$ cat src/rtl/cdb_arbiter.sv
`default_nettype none
// ============================================================================
// Module      : cdb_arbiter
// Description : Common-data-bus arbiter. Holds one completion tag per
//               functional unit and broadcasts one tag per cycle on a
//               registered CDB output, chosen round-robin.
//               Optional macro CDB_FIXED_PRIORITY_EN: lowest-index full slot
//               always wins and the round-robin pointer is not built.
// Revision    : 1.0 - initial release
// ============================================================================
module cdb_arbiter #(
  parameter int NUM_SRC             = 4,
  parameter int REG_FILE_ADDR_WIDTH = 7,
  parameter int SRC_IDX_WIDTH       = $clog2(NUM_SRC)
) (
  input  logic                                   clock,
  input  logic                                   reset,
  input  logic                                   flush,
  input  logic [NUM_SRC-1:0]                     src_valid,
  input  logic [NUM_SRC*REG_FILE_ADDR_WIDTH-1:0] src_tag,
  output logic [NUM_SRC-1:0]                     src_ready,
  output logic                                   cdb_valid,
  output logic [REG_FILE_ADDR_WIDTH-1:0]         cdb_out,
  output logic [SRC_IDX_WIDTH-1:0]               cdb_src
);

  // Distance of a slot from the search start; one extra bit so that
  // (index + NUM_SRC) cannot overflow before the subtraction.
  localparam int c_DIST_W = SRC_IDX_WIDTH + 1;

  logic [NUM_SRC-1:0]             w_slot_full;
  logic [NUM_SRC-1:0]             w_grant;
  logic [NUM_SRC-1:0]             w_xfer;
  logic                           w_gnt_any;
  logic [c_DIST_W-1:0]            w_dist    [NUM_SRC];
  logic [SRC_IDX_WIDTH-1:0]       w_idx_acc [NUM_SRC+1];
  logic [REG_FILE_ADDR_WIDTH-1:0] w_tag_acc [NUM_SRC+1];

  logic                           r_cdb_valid;
  logic [REG_FILE_ADDR_WIDTH-1:0] r_cdb_out;
  logic [SRC_IDX_WIDTH-1:0]       r_cdb_src;

`ifdef CDB_FIXED_PRIORITY_EN
  // Fixed priority: search order is simply the slot index.
  for (genvar gi = 0; gi < NUM_SRC; gi++) begin : g_dist
    assign w_dist[gi] = c_DIST_W'(gi);
  end
`else
  logic [SRC_IDX_WIDTH-1:0] r_rr_ptr;
  logic [c_DIST_W-1:0]      w_ptr_ext;

  assign w_ptr_ext = {1'b0, r_rr_ptr};

  // Round-robin: search order is the slot's distance past rr_ptr, mod NUM_SRC.
  for (genvar gi = 0; gi < NUM_SRC; gi++) begin : g_dist
    assign w_dist[gi] = (c_DIST_W'(gi) >= w_ptr_ext) ? (c_DIST_W'(gi) - w_ptr_ext)
                                                     : (c_DIST_W'(gi + NUM_SRC) - w_ptr_ext);
  end

  // Pointer moves one past the winner; cleared by reset or flush.
  always_ff @(posedge clock) begin
    if (reset || flush) begin
      r_rr_ptr <= '0;
    end else if (w_gnt_any) begin
      r_rr_ptr <= (w_idx_acc[NUM_SRC] == SRC_IDX_WIDTH'(NUM_SRC - 1)) ? '0
                                                                       : w_idx_acc[NUM_SRC] + 1'b1;
    end
  end
`endif

  // A full slot wins when no other full slot sits earlier in the search order.
  // Depends only on slot state, never on src_valid, so no comb loop through ready.
  for (genvar gi = 0; gi < NUM_SRC; gi++) begin : g_grant
    logic [NUM_SRC-1:0] w_blk;
    for (genvar gj = 0; gj < NUM_SRC; gj++) begin : g_cmp
      assign w_blk[gj] = w_slot_full[gj] && (w_dist[gj] < w_dist[gi]);
    end
    assign w_grant[gi] = w_slot_full[gi] && ~|w_blk;
  end

  assign w_gnt_any = |w_grant;

  // Grant is one-hot or zero, so OR-accumulating masked terms acts as a mux.
  assign w_idx_acc[0] = '0;
  assign w_tag_acc[0] = '0;
  for (genvar gi = 0; gi < NUM_SRC; gi++) begin : g_enc
    assign w_idx_acc[gi+1] = w_idx_acc[gi] | (w_grant[gi] ? SRC_IDX_WIDTH'(gi) : '0);
    assign w_tag_acc[gi+1] = w_tag_acc[gi] | (w_grant[gi] ? g_slot[gi].r_tag : '0);
  end

  // A slot being drained this cycle may reload in the same cycle.
  assign src_ready = {NUM_SRC{~flush & ~reset}} & (~w_slot_full | w_grant);
  assign w_xfer    = src_valid & src_ready;

  for (genvar gi = 0; gi < NUM_SRC; gi++) begin : g_slot
    logic                           r_full;
    logic [REG_FILE_ADDR_WIDTH-1:0] r_tag;

    // Occupancy: a new transfer beats the drain of a granted slot.
    always_ff @(posedge clock) begin
      if (reset || flush) begin
        r_full <= 1'b0;
      end else if (w_xfer[gi]) begin
        r_full <= 1'b1;
      end else if (w_grant[gi]) begin
        r_full <= 1'b0;
      end
    end

    // Tag payload is only meaningful while r_full is set.
    always_ff @(posedge clock) begin
      if (w_xfer[gi]) begin
        r_tag <= src_tag[gi*REG_FILE_ADDR_WIDTH +: REG_FILE_ADDR_WIDTH];
      end
    end

    assign w_slot_full[gi] = r_full;
  end

  // Registered broadcast; zeros when nothing is granted.
  always_ff @(posedge clock) begin
    if (reset || flush) begin
      r_cdb_valid <= 1'b0;
      r_cdb_out   <= '0;
      r_cdb_src   <= '0;
    end else begin
      r_cdb_valid <= w_gnt_any;
      r_cdb_out   <= w_tag_acc[NUM_SRC];
      r_cdb_src   <= w_idx_acc[NUM_SRC];
    end
  end

  assign cdb_valid = r_cdb_valid;
  assign cdb_out   = r_cdb_out;
  assign cdb_src   = r_cdb_src;

endmodule
`default_nettype wire

$ cat config.mk
export PLATFORM = sky130hd
export DESIGN_NAME = cdb_arbiter
export DESIGN_NICKNAME = d
export VERILOG_FILES = /design/src/rtl/cdb_arbiter.sv
export SDC_FILE = /design/constraint.sdc
export NUM_CORES = 1
export LEC_CHECK = 0
export ABC_AREA = 0
export CAP_MARGIN = 20
export CORE_ASPECT_RATIO = 0.6
export CORE_MARGIN = 1
export CORE_UTILIZATION = 30
export CTS_BUF_LIST = sky130_fd_sc_hd__clkbuf_4 sky130_fd_sc_hd__clkbuf_8
export CTS_CLUSTER_DIAMETER = 40
export DETAILED_ROUTE_END_ITERATION = 10
export PLACE_DENSITY = 0.55
export SETUP_SLACK_MARGIN = 0.1
export SLEW_MARGIN = 0
export SYNTH_ARGS = -nofsm -noshare
export SYNTH_HDL_FRONTEND = slang
export SYNTH_SLANG_ARGS = --single-unit
export TNS_END_PERCENT = 1
$ cat constraint.sdc
create_clock -name clock -period 2.9 [get_ports clock]
set_clock_uncertainty 0.2 [all_clocks]
set_input_delay 0.58 -clock clock [delete_from_list [all_inputs] [get_ports clock]]
set_output_delay 0.58 -clock clock [all_outputs]
set_load 0.005 [all_outputs]
==> impl_metrics.tcl <==
set metrics [dict create \
    synth_top_area_share 0.4769 \
    drt-total-wl_microns 3818 \
    dp_hpwl_microns 2920 \
    r2r_end "r_rr_ptr[0]" \
    reg2reg_slack_ns 0.61 \
    hold_viol 0 \
    clkSlewWorstSetupHoldPaths_ns 0.09 \
    grt_pass1_vias 1209 \
    path_max_fanout 3 \
    synth_cell_types 32 \
    ys_warn_count 0 \
    p_per_area_nw_per_um2 537.6 \
    stdcell_count 259 \
    fp.dieW_microns 101.0 \
    final_cell_mix "47 x clkdlybuf4s50_1, 28 x edfxtp_1, 15 x dfxtp_1, 14 x a22oi_1, 12 x a21oi_1" \
    critical_path_class "register to primary output" \
    worst_hold_path.endpoint "cdb_out[5]" \
    diodes 0 \
    grt_pass1_wl_microns 5975 \
    viasPerCell 4.486 \
    hold_start "g_slot[0].r_tag[5]" \
    cp-end-kind "primary output" \
    fin_nets 218 \
    cap_violations 0 \
    cp-start-kind "register" \
    drc 0 \
    first_pass_iters 4 \
    slew_viol_final 0 \
    met3_usage 0.05108 \
    grt_usage 0.1332 \
    ys_ff_latch 44 \
    synthCells 126 \
    core_sq_um 5623 \
    tightest_slew_ns 0.5284 \
    die_h_microns 61.38 \
    wl_per_cell_microns 14.74 \
    finalWorstPathRequiredPeriod_ns 2.767 \
    layout_commonest_cell "clkdlybuf4s50_1" \
    r2r-start "r_rr_ptr[0]" \
    clock_latency_ns 0.29 \
    final_util 0.4399 \
    numCtsBuffers 5 \
    portBuffers 48 \
    fmax_ghz 0.3614 \
    setup_viol 0 \
    drive_gt1_frac 0.1397 \
    rsz0062_at_grt "yes" \
    cts_sinks 44 \
    rows 21 \
    fin_hold_ws_ns 0.3479 \
    synth.avg_cell_area_sq_um 13.99 \
    ios 49 \
    die_area_sq_um 6197 \
    synth_top_cells_by_area "edfxtp_1 48%, dfxtp_1 18%, a22oi_1 6.0%" \
    hold_path_depth 2 \
    yosysSeqAreaShare 0.6586 \
    hold_class "register to register" \
    slew_headroom 0.6466 \
    ant_nets 0 \
    vias 1162 \
    power_leakage_nw 0.8415 \
    top_usage_layer "met2" \
    root_buffer "clkbuf_8" \
    cts_tree "done" \
    antenna_found_initial 0 \
    status "finished clean" \
    gp_congestion 0.8227 \
    grt_overflow 0 \
    period_share 0.9541 \
    synthesis.area_sq_um 1763 \
    h-tree-depth 2 \
    synth_nets 166 \
    syn2layout_area_growth_pct 40.31 \
    required_ns 2.12 \
    rr_worst_depth 8 \
    yosys.area.top_type "edfxtp_1" \
    critPathLaunch "r_rr_ptr[1]" \
    gr-usage-met1 0.1793 \
    placed_cells 251 \
    start_util 0.3135 \
    drt_iter0_drc 45 \
    clockBufferDepth 2 \
    grtUsageMet2 0.2094 \
    ir_worst_vdd_mv 0.2289 \
    crit_arrival_ns 1.99 \
    setup-tns-final_ns 0 \
    ctsHoldBuffers 0 \
    grt_max_degree 15 \
]
==> worst max-delay path by stage <==
stage,end,slack [ns],cells past startpoint
after floorplan,r_rr_ptr[0],0.58,9
after global placement,src_ready[0],0.06,4
after CTS,src_ready[3],0.04,4
final,src_ready[1],0.13,6
after detailed placement,src_ready[0],0.04,4
after global routing,src_ready[1],0.03,6
==> metrics by stage <==
stage	power [mW]	cell area, sq um	setup slack, ns
5_1_grt	1.377	2474	0.02734
3_5_place_dp	0.8471	2323	0.04393
4_1_cts	1.339	2457	0.04357
6_report	1.330	2474	0.1331
3_3_place_gp	0.8432	2323	0.05906
2_1_floorplan	0.7687	1763	0.5819
==> what timing repair did <==
action	in CTS	in global routing
buffers inserted	0	0
resized for setup	3	5
endpoints found under the setup margin	4	3
==> power breakdown <==
part / leakage (nW) / internal [mW] / total [mW] / switching, mW
registers: 0.388 / 0.688 / 0.698 / 0.0104
clock network: 0.0614 / 0.282 / 0.495 / 0.213
logic: 0.392 / 0.0807 / 0.137 / 0.0559
==> synthesized netlist by cell type <==
cell type / n
nand2b_1: 3
mux2i_1: 1
a21oi_1: 15
and2_1: 6
inv_2: 1
buf_2: 1
nand2_1: 4
or2_4: 1
a21bo_1: 1
a211oi_4: 2
or2_1: 1
o21ai_1: 1
nand3_1: 1
nor2b_1: 2
buf_4: 1
nor2_1: 6
nor4_4: 1
nor3_1: 1
nor4b_4: 1
ha_1: 5
o211ai_1: 1
inv_1: 2
o2111a_1: 1
or2_2: 1
edfxtp_1: 28
clkbuf_1: 2
buf_6: 2
a22oi_1: 14
and4_1: 1
a221o_1: 2
dfxtp_1: 16
a21bo_2: 1
==> cells by family (layout without fill, tap and decap cells) <==
logic type,count (synthesis),after routing,share of synthesized area
DFF,44,44,0.6586
muxes,1,1,0.005678
and+or+nand+nor,29,29,0.1086
adders and majority gates,5,5,0.03549
AOI/OAI and AO/OA,38,38,0.1611
buffers and inverters,9,62,0.03052
==> critical path, cell delays in order (launching register included) <==
cell and delay (ns):
dfxtp_1 0.32, inv_1 0.11, ha_2 0.21, nor2b_1 0.08, a221o_1 0.31, a21oi_2 0.16, clkdlybuf4s50_1 0.51
==> sequential cells by signal, indices dropped and copies added, names as in the netlist <==
| signal | cells |
|---|---|
| cdb_out | 7 |
| cdb_valid | 1 |
| g_slot.r_full | 4 |
| g_slot.r_tag | 28 |
| r_rr_ptr | 2 |
| cdb_src | 2 |
==> metal layers <==
metal	routed length [microns]	part of all wire
met1	1885	0.49
met2	1720	0.45
met3	212	0.056
met4	0	0
met5	0	0
==> area by class of cell <==
| class | instances | area (sq um) |
|---|---|---|
| clock inverters | 2 | 38.79 |
| inverters | 3 | 11.26 |
| repair buffers | 51 | 501.7 |
| well taps | 80 | 100.1 |
| clock buffers | 6 | 82.58 |
| multi-input cells | 73 | 576.8 |
| fillers | 545 | 3149 |
| flip-flops and latches | 44 | 1162 |
Power figures use the tool's default switching activity.
